==> src/rtl/aes_pkg.sv <==
// rtl/aes_pkg.sv - shared ShiftRows mode encodings and per-NB row offset table
package aes_pkg;

    typedef enum logic [1:0] {
        MODE_FWD     = 2'b00,
        MODE_INV     = 2'b01,
        MODE_BYP     = 2'b10,
        MODE_BYP_ALT = 2'b11
    } sr_mode_e;

    localparam int ROWS = 4;

    // Row offsets packed as [row] -> shift amount; 256-bit blocks widen rows 2 and 3.
    localparam logic [3:0][2:0] OFF_NB4_6 = {3'd3, 3'd2, 3'd1, 3'd0};
    localparam logic [3:0][2:0] OFF_NB8   = {3'd4, 3'd3, 3'd1, 3'd0};

    function automatic int row_offset(input int nb, input int r);
        logic [2:0] off;
        if (nb == 8) begin
            off = OFF_NB8[r];
        end else begin
            off = OFF_NB4_6[r];
        end
        return int'(off);
    endfunction

    function automatic bit nb_legal(input int nb);
        return (nb == 4) || (nb == 6) || (nb == 8);
    endfunction

endpackage

==> src/rtl/shift_rows_perm.sv <==
// rtl/shift_rows_perm.sv - combinational Rijndael ShiftRows / InvShiftRows / bypass permutation
module shift_rows_perm
    import aes_pkg::*;
#(
    parameter int NB = 4
) (
    input  logic [32*NB-1:0] data_i,
    input  logic [1:0]       mode_i,
    output logic [32*NB-1:0] data_o
);

    logic [32*NB-1:0] fwd;
    logic [32*NB-1:0] inv;

    // Byte (r,c) sits at index 4*c+r; each output byte is pure wiring from its source column.
    for (genvar c = 0; c < NB; c++) begin : g_col
        for (genvar r = 0; r < ROWS; r++) begin : g_row
            localparam int OFF = row_offset(NB, r);
            localparam int SF  = (c + OFF) % NB;
            localparam int SI  = (c + NB - OFF) % NB;
            assign fwd[8*(4*c+r) +: 8] = data_i[8*(4*SF+r) +: 8];
            assign inv[8*(4*c+r) +: 8] = data_i[8*(4*SI+r) +: 8];
        end
    end

    always_comb begin
        data_o = data_i;
        case (sr_mode_e'(mode_i))
            MODE_FWD: data_o = fwd;
            MODE_INV: data_o = inv;
            default:  data_o = data_i;
        endcase
    end

endmodule

==> src/rtl/shift_rows_pipe.sv <==
// rtl/shift_rows_pipe.sv - ShiftRows stage with a registered 2-entry skid buffer
module shift_rows_pipe
    import aes_pkg::*;
#(
    parameter int NB = 4,
    parameter int W  = 32 * NB
) (
    input  logic         sys_clk,
    input  logic         sys_rst_n,
    input  logic [W-1:0] in_data,
    input  logic [1:0]   in_mode,
    input  logic         in_valid,
    output logic         in_ready,
    output logic [W-1:0] out_data,
    output logic         out_valid,
    input  logic         out_ready,
    output logic [1:0]   level
);

    if (!nb_legal(NB) || (W != 32 * NB)) begin : g_bad_nb
        $fatal(1, "shift_rows_pipe: NB must be 4, 6 or 8 and W must equal 32*NB");
    end

    logic [W-1:0] perm_data;

    logic [W-1:0] head_q, head_d;
    logic [W-1:0] skid_q, skid_d;
    logic         head_v_q, head_v_d;
    logic         skid_v_q, skid_v_d;
    logic         in_ready_q, in_ready_d;
    logic [1:0]   level_d;
    logic         accept;
    logic         deliver;

    // The mode travels with its beat by permuting before storage.
    shift_rows_perm #(
        .NB(NB)
    ) u_perm (
        .data_i (in_data),
        .mode_i (in_mode),
        .data_o (perm_data)
    );

    assign accept  = in_valid && in_ready_q;
    assign deliver = head_v_q && out_ready;

    always_comb begin
        head_d   = head_q;
        skid_d   = skid_q;
        head_v_d = head_v_q;
        skid_v_d = skid_v_q;
        if (deliver) begin
            if (skid_v_q) begin
                head_d   = skid_q;
                head_v_d = 1'b1;
                skid_v_d = accept;
                if (accept) begin
                    skid_d = perm_data;
                end
            end else begin
                head_v_d = accept;
                if (accept) begin
                    head_d = perm_data;
                end
            end
        end else if (accept) begin
            if (!head_v_q) begin
                head_d   = perm_data;
                head_v_d = 1'b1;
            end else begin
                skid_d   = perm_data;
                skid_v_d = 1'b1;
            end
        end
        level_d    = {1'b0, head_v_d} + {1'b0, skid_v_d};
        in_ready_d = (level_d < 2'd2);
    end

    always_ff @(posedge sys_clk or negedge sys_rst_n) begin
        if (!sys_rst_n) begin
            head_q     <= '0;
            skid_q     <= '0;
            head_v_q   <= 1'b0;
            skid_v_q   <= 1'b0;
            in_ready_q <= 1'b0;
        end else begin
            head_q     <= head_d;
            skid_q     <= skid_d;
            head_v_q   <= head_v_d;
            skid_v_q   <= skid_v_d;
            in_ready_q <= in_ready_d;
        end
    end

    assign out_data  = head_q;
    assign out_valid = head_v_q;
    assign in_ready  = in_ready_q;
    assign level     = {1'b0, head_v_q} + {1'b0, skid_v_q};

endmodule
==> config.mk <==
export PLATFORM = sky130hd
export DESIGN_NAME = shift_rows_pipe
export DESIGN_NICKNAME = d
export VERILOG_FILES = /design/src/rtl/aes_pkg.sv /design/src/rtl/shift_rows_perm.sv /design/src/rtl/shift_rows_pipe.sv
export SDC_FILE = /design/constraint.sdc
export NUM_CORES = 1
export LEC_CHECK = 0
export BUFFER_PORTS_ARGS = -buffer_cell sky130_fd_sc_hd__buf_2
export CORE_ASPECT_RATIO = 1.75
export CORE_MARGIN = 5
export CORE_UTILIZATION = 60
export CTS_BUF_LIST = sky130_fd_sc_hd__clkbuf_4 sky130_fd_sc_hd__clkbuf_8 sky130_fd_sc_hd__clkbuf_16
export DETAILED_ROUTE_END_ITERATION = 12
export HOLD_SLACK_MARGIN = 0.03
export PLACE_DENSITY = 0.94
export SKIP_CTS_REPAIR_TIMING = 1
export SYNTH_ARGS = -nofsm -noshare
export SYNTH_HDL_FRONTEND = slang
export SYNTH_SLANG_ARGS = --single-unit
==> constraint.sdc <==
create_clock -name sys_clk -period 4.68 [get_ports sys_clk]
set_input_delay 0.702 -clock sys_clk [delete_from_list [all_inputs] [get_ports sys_clk]]
set_output_delay 0.702 -clock sys_clk [all_outputs]
set_load 0.03 [all_outputs]
=== Word level (Yosys, flattened, before mapping) ===
Cells that the tools add are included.

* Word-level logic and storage cells: 36
* Output and inout bits: 132
* Input bits: 134
* Register bits after elaboration: 259

* Muxes and demuxes: 17
* Add/sub/neg operators: 2
* Magnitude comparators: 1
* Reductions and logical operators: 8
* Equality and inequality tests: 3

{| class="wikitable"
|+ Operators with widths
! operator !! number
|-
| two-way mux 128 bit || 9
|-
| one-hot mux 128 bit (2 select lines) || 1
|-
| two-way mux 1 bit || 7
|-
| AND reduction 3 bit || 2
|-
| nonzero test 2 bit || 3
|-
| adder 1 x 1 -> 2 bit || 2
|-
| == test 2 x 1 -> 1 bit (second input constant) || 1
|-
| logical AND 1 bit || 2
|-
| logical NOT 2 bit || 1
|-
| < comparator 2 bit (second input constant) || 1
|-
| != test 2 x 1 -> 1 bit (second input constant) || 1
|-
| != test 2 bit (second input constant) || 1
|}

=== Logic depth before layout (Yosys ltp) ===
Gate-level depths: netlist (run 1).

* Depth after elaboration: 5
* Gate-level depth with buffers: 7

=== By module ===
From an unflattened synthesis (run 1), not the netlist that was laid out.

* Cells, all modules: 1284
* Area total of the unflattened synthesis: 14325.0 µm²

{| class="wikitable"
|+ By module, submodules not included
! module !! area each (µm²) !! sequential area each (µm²) !! instances !! cells each
|-
| shift_rows_pipe || 12299.3 || 6481.2 || 1 || 1003
|-
| shift_rows_perm || 2025.7 || 0.0 || 1 || 281
|}

=== Worst setup path before layout (run 1) ===
Ideal clock, no wire load.

* Path kind: register -> output
* From: register head_v_q (netlist: out_valid)
* To: output level[0]
* Data arrival time: 1258 ps
* Slack: 2720 ps
* Stages on the path, launching flop included: 4
* Cells stage by stage: dfrtp_1 > buf_4 > inv_1 > ha_1

* Longest elaborated chain between the ends: 1

{| class="wikitable"
|+ RTL lines
! element !! RTL line !! RTL
|-
| from (decl) || shift_rows_pipe.sv:28 || <nowiki>logic head_v_q, head_v_d;</nowiki>
|-
| from (signal assigned) || shift_rows_pipe.sv:89 || <nowiki>head_v_q <= head_v_d;</nowiki>
|-
| adder 1 x 1 -> 2 bit || shift_rows_pipe.sv:98 || <nowiki>assign level = {1'b0, head_v_q} + {1'b0, skid_v_q};</nowiki>
|-
| to (decl) || shift_rows_pipe.sv:17 || <nowiki>output logic [1:0] level</nowiki>
|}

Every way passes these cells.

=== Final worst setup path (run 1) ===
* From: register head_v_q (netlist: out_valid)
* To: register head_q[8] (netlist: out_data[8])

* Longest elaborated chain between the ends: 3
* Elaborated cells between the ends (all ways): 5

{| class="wikitable"
|+ RTL lines
! element !! RTL line !! RTL
|-
| logical AND 1 bit || shift_rows_pipe.sv:45 || <nowiki>assign deliver = head_v_q && out_ready;</nowiki>
|-
| != test 2 x 1 -> 1 bit (no line) / nonzero test 2 bit (equally long branches) || - ||
|-
| AND reduction 3 bit (no line) || - ||
|-
| to (signal assigned) || shift_rows_pipe.sv:81 || <nowiki>head_q <= '0;</nowiki>
|-
| to (signal assigned) || shift_rows_pipe.sv:87 || <nowiki>head_q <= head_d;</nowiki>
|-
| to (decl) || shift_rows_pipe.sv:26 || <nowiki>logic [W-1:0] head_q, head_d;</nowiki>
|}

Several ways; a longest one is shown, not always the timed one.
A chain may end at the register's enable or synchronous reset.

==> results.md, run 1 <==
- Slew headroom: 20.0%
- CTS Buffer Depth: 3
- Mapped Cells: 1,229
- Slew @ Worst Pin: 1200 ps
- Outcome: finished clean
- Yosys reg bits: 259
- Critical-path maximum fanout: 56
- H-Tree Depth: 1
- Met3 routed WL: 3340 um
- Via/cell ratio: 6.35
- Pwr/cell area: 710 mW/mm2
- Worst path max stage delay: 750 ps
- # setup viols final: 0
- Via count: 11.0k
- WP buf/inv: 1
- Critical path type: reg -> reg
- Ys async rst share: 100%
- CTS tree: built
- Starting Density: 60.9%
- Gr usage total: 28.8%
- WL per Instance: 21.5 um
- Leakage power: 6.76 nW
- Worst setup SP type: flip-flop
- Dpl cell area: 0.0147 mm2
- Syn nets: 1,365
- Layout cell share with drive strength beyond 1: 38.1%
- Post-route ant nets: 0
- Layout Cells excl Fill: 1,736
- Core area: 0.0221 mm2
- Slew Viols, Final: 0
- Row cnt: 72
- Final hold slack: 274 ps
- Place WS: 1970 ps
- Final nets: 1,554
- Area Growth Syn to Fin: 15.6%
- Routed wl met2: 18,400 um
- Final Power: 11.0 mW
- DR top layer: met4
- Max_cap viols: 0
- Initial DRC Count: 953
- Remaining DRCs: 0
- Overflow after GRT: 0
- Clock Latency Late Sink: 530 ps
- Final instance area: 0.0155 mm2
- Final setup TNS: 0 ps
- GP Congestion: 0.862
- Peak Freq: 377 MHz
- CP Data Required Time: 5050 ps
- Dominant synthesized flop cell: dfrtp_1
- Hold/Removal Path Class: in -> async
- Post-DP HPWL: 23,700 um
- Initial antenna violation count: 7
- Hold Vio Cnt, Final: 0
- Final Skew: 7.04 ps
- First-pass GRT wire length: 59,700 um
- CP arrival: 3030 ps
- Final critical-path required period: 2660 ps
- Root buffer cell: clkbuf_16
- Die width: 123 um
- Clock Sinks: 259
- Port bufs: 265
- Final period util: 56.7%
- Clock slew at reported path FFs: 70 ps
- Crit path capture type: flip-flop
- 1st-pass router iterations: 5
- Met1 WL: 13,400 um
- RSZ-0062 raised after global routing: false
- CTS Buf Count: 24
- Commonest non-fill, non-tap cell in the layout: buf_2
- Mean area per synthesized cell: 10.9 um2
- EDFF count, synth: 0
- Ys Warns: 0
- Pin count of the biggest net entering global routing: 152
- Seq/Total Area, Yosys: 48.2%
- Final core utilization: 70.4%
- Number of global-route vias before repair: 11.3k
- CP top delay family: flip-flops
- Die height: 208 um
- Most frequent cells in the layout: buf_2 (263), dfrtp_1 (259), mux2_2 (209), nand2_1 (129), a21oi_1 (98)
- Synth cell types: 33
- Die area: 0.0256 mm2
- CP max stage cell: dfrtp_1
- Final setup margin: 2020 ps
- Io pins: 266
- Final WL: 37,400 um
- Worst vdd ir: 0.656 mV
- Mapped Area: 0.0135 mm2
- Placed insts: 1,688
- Cell Chain, Critical Path: nand3_4 > buf_4 > o211ai_1 > a31oi_1
## synth_stat cells (2+ instances only)
cell | n | area, um2
dfrtp_1 | 259 | 6480
mux2_2 | 209 | 2350
nand2_1 | 129 | 484
a21oi_1 | 98 | 490
a31oi_1 | 96 | 601
nand2b_1 | 66 | 413
o211ai_1 | 64 | 480
o21a_1 | 64 | 480
o21ai_0 | 62 | 310
buf_2 | 46 | 230
clkbuf_1 | 37 | 139
mux2i_1 | 32 | 320
buf_6 | 18 | 203
buf_4 | 14 | 105
mux2_4 | 10 | 150
mux2_1 | 5 | 56.3
ha_1 | 2 | 25.0
inv_1 | 2 | 7.51
o21ai_1 | 2 | 10.0
## path summary, 6_finish.rpt
kind	from	endpoint	slack [ps]	cells past startpoint
worst max-delay path	out_valid$_DFF_PN0_	out_data[8]$_DFFE_PN0P_	2020	4
worst min-delay path	sys_rst_n	out_data[100]$_DFFE_PN0P_	270	1
worst max register to register	out_valid$_DFF_PN0_	out_data[8]$_DFFE_PN0P_	2020	4
worst min register to register	skid_q[125]$_DFFE_PN0P_	skid_q[125]$_DFFE_PN0P_	500	1
max in group asynchronous	sys_rst_n	skid_q[48]$_DFFE_PN0P_	3210	2
min in group sys_clk	in_data[101]	skid_q[101]$_DFFE_PN0P_	420	2
## cell families (layout without fill, tap and decap cells)
group                    Yosys count  in the layout  synth area share (%)
other                              0              7                     0
AND/OR/NAND/NOR                  201            201                  6.98
multiplexers                     256            256                  21.4
XOR/XNOR                           1              1                0.0651
AO/OA/AOI/OAI                    392            392                  18.1
buffers and inverters            118            322                  5.12
flip-flops                       259            259                  48.2
adder cells (fa/ha/maj)            2              2                 0.186
## sequential cells by signal, indices dropped and copies added, names as in the netlist
register	count
in_ready	1
out_data	128
out_valid	1
skid_q	128
skid_v_q	1
## per-layer routing
metal | global-route usage [%] | up-vias
li1 | - | 4853
met5 | 0 | -
met3 | 5.98 | 134
met1 | 35.9 | 5455
met2 | 46.4 | 590
met4 | 15.4 | 0
## final cells by class
class,count,area (um2)
Fill cell,1477,6520
Clock inverter,5,100
Inverter,2,7.51
Clock buffer,36,746
Tap cell,296,370
Antenna cell,7,17.5
Sequential cell,259,6480
Multi-Input combinational cell,852,6330
Timing Repair Buffer,279,1500
## power by group
group | leakage (nW) | switching, mW | internal, mW | total (mW)
registers | 2.97 | 0.675 | 3.38 | 4.06
clock network | 0.424 | 0.850 | 1.26 | 2.11
logic | 3.36 | 3.13 | 1.74 | 4.86
No activity file was read; power rests on OpenSTA's default activity.
==> inputs of run 2 (changes only) <==
- ABC_AREA: default -> 1
- CORE_UTILIZATION: 60 -> 50
- PLACE_DENSITY: 0.94 -> 0.85
- clock period: 4.68 -> 2.2 ns (I/O delays scaled with it)
==> run 2 against run 1 <==
- hold slack worse by 240 ps
- largest power group unchanged
- sequential cell count unchanged
- total power up 110%
- synthesized cell count up 52%
- combinational power grew 120%
- non-clock buffer count grew 20
- cell area grew 1.1%
- count of clock-buffer cells in the layout is 3 higher
- global-route usage is 0.45 points lower
==> results.md, run 2 <==
- Top cells by count, synth: nand2_1 (906), dfrtp_1 (259), nand3_1 (227)
- Ys async rst share: 100%
- CTS Buf Count: 25
- Worst path max stage delay: 480 ps
- Pwr/cell area: 1490 mW/mm2
- Pin count of the biggest net entering global routing: 129
- Row cnt: 78
- Overflow after GRT: 0
- Final hold slack: 31.5 ps
- Io pins: 266
- Worst r2r path cells: 6
- Die width: 133 um
- Mapped Cells: 1,872
- 1st-pass router iterations: 6
- Most frequent cells in the layout: nand2_1 (906), buf_2 (264), dfrtp_1 (259), nand3_1 (226), nor2_1 (128)
- Gr usage total: 28.3%
- CP Data Required Time: 1870 ps
- Hold/Removal Path Class: in -> reg
- Final Skew: 9.16 ps
- Ys Warns: 0
- Number of global-route vias before repair: 13.1k
- Synth Area in Compound Gates: 2.53%
- Initial antenna violation count: 1
- First-pass GRT wire length: 68,100 um
- Core area: 0.0261 mm2
- Post-Synth Adder-Cell Area: 0.189%
- Cell Chain, Critical Path: inv_1 > ha_1 > buf_2
- FF-to-FF Start: out_valid$_DFF_PN0_
- Initial DRC Count: 1,394
- Via/cell ratio: 5.53
- Slew headroom: 62.8%
- Critical-path maximum fanout: 7
- WL per Instance: 17.7 um
- # setup viols final: 0
- Synth Area in Simple Gates: 41.2%
- Die area: 0.0299 mm2
- Dominant synthesized flop cell: dfrtp_1
- Worst setup SP type: flip-flop
- RSZ-0062 raised after global routing: false
- Synth cell types: 18
- CTS Buffer Depth: 3
- Area Growth Syn to Fin: 18.9%
- Slew @ Worst Pin: 557 ps
- Final setup TNS: 0 ps
- CP arrival: 1550 ps
- Multiplexer area fraction after synthesis: 0%
- Remaining DRCs: 0
- Clock slew at reported path FFs: 60 ps
- Hold Vio Cnt, Final: 0
- Post-synth top area cell: dfrtp_1
- Clock Sinks: 259
- Seq/Total Area, Yosys: 49.0%
- Outcome: finished clean
- Max_cap viols: 0
- Clock Latency Late Sink: 530 ps
- H-Tree Depth: 1
- Mean area per synthesized cell: 7.06 um2
- Final WL: 42,800 um
- Layout cell share with drive strength beyond 1: 16.6%
- Leakage power: 8.94 nW
- Port bufs: 265
- Die height: 225 um
- Final critical-path required period: 1880 ps
- Worst vdd ir: 0.946 mV
- Final nets: 2,218
- Post-route ant nets: 0
- Count leader, synth: nand2_1
- Synth top area share: 49.0%
- Yosys reg bits: 259
- CP endpoint: level[0]
- Via count: 13.4k
- Final core utilization: 60.3%
- Synth Area in XOR/XNOR: 0%
- CP startpoint: out_valid$_DFF_PN0_
- Commonest non-fill, non-tap cell in the layout: nand2_1
- EDFF count, synth: 0
- Mapped Area: 0.0132 mm2
- Critical path type: reg -> out
- Crit path capture type: primary output
- GP Congestion: 0.934
- Root buffer cell: clkbuf_16
- Worst r2r dst: skid_q[114]$_DFFE_PN0P_
- CTS tree: built
- Worst reg-to-reg setup slack: 330 ps
- Peak Freq: 532 MHz
- Syn nets: 2,008
- CP max stage cell: dfrtp_1
- Final period util: 85.4%
- Post-DP HPWL: 30,200 um
- Largest family of logic cells by synthesized area: simple AND/OR/NAND/NOR gates
- Starting Density: 50.7%
- Slew Viols, Final: 0
- Top cells by area, synth: dfrtp_1 (49%), nand2_1 (26%), nand3_1 (8.6%)
-- run 2: area by class of cell --
type / count / area (um2)
Sequential cell: 259 / 6480
Timing Repair Buffer: 299 / 1800
Fill cell: 2356 / 10300
Clock inverter: 6 / 55.1
Inverter: 101 / 379
Clock buffer: 39 / 762
Multi-Input combinational cell: 1396 / 5840
Tap cell: 320 / 400
Antenna cell: 1 / 2.50
-- run 2: power by group --
part	internal (mW)	switching [mW]
Sequential	7.05	1.23
Clock	2.50	1.85
Combinational	3.11	7.65
-- run 2: metal layers --
layer / wire, um / track usage, %
met1: 14900 / 32.0
met2: 21100 / 48.7
met3: 3310 / 4.62
met4: 3490 / 19.4
met5: 0 / 0
-- run 2: through the flow --
step | cells | total power [mW] | setup slack [ps] | area, um2
floorplan | 1872 | 15.4 | 716 | 13200
global placement | 2372 | 18.8 | 470 | 14900
detailed placement | 2372 | 19.1 | 377 | 14900
CTS | 2417 | 23.6 | 291 | 15700
global route | 2420 | 25.1 | 204 | 15700
finish | 2421 | 23.4 | 320 | 15700
-- run 2: cell families after synthesis --
family / Yosys count
DFF: 259
buffers and inverters: 217
AOI/OAI and AO/OA: 66
and+or+nand+nor: 1328
adders and majority gates: 2
-- run 2: worst min-delay path by stage --
stage | start | slack [ps] | cells past startpoint | to
CTS | sys_rst_n | -250 | 1 | out_data[38]$_DFFE_PN0P_
global placement | sys_rst_n | 320 | 1 | out_data[38]$_DFFE_PN0P_
global route | in_data[99] | 30 | 3 | skid_q[99]$_DFFE_PN0P_
detailed placement | sys_rst_n | 320 | 1 | out_data[38]$_DFFE_PN0P_
finish | in_data[36] | 30 | 3 | skid_q[36]$_DFFE_PN0P_
floorplan | sys_rst_n | 30 | 0 | in_ready$_DFF_PN0_
-- run 2: critical path: cells and delay by family, from the launching register on --
family	cells	cell delay [ps]
flip-flops	1	480
adder cells (fa/ha/maj)	1	290
buffers and inverters	2	260
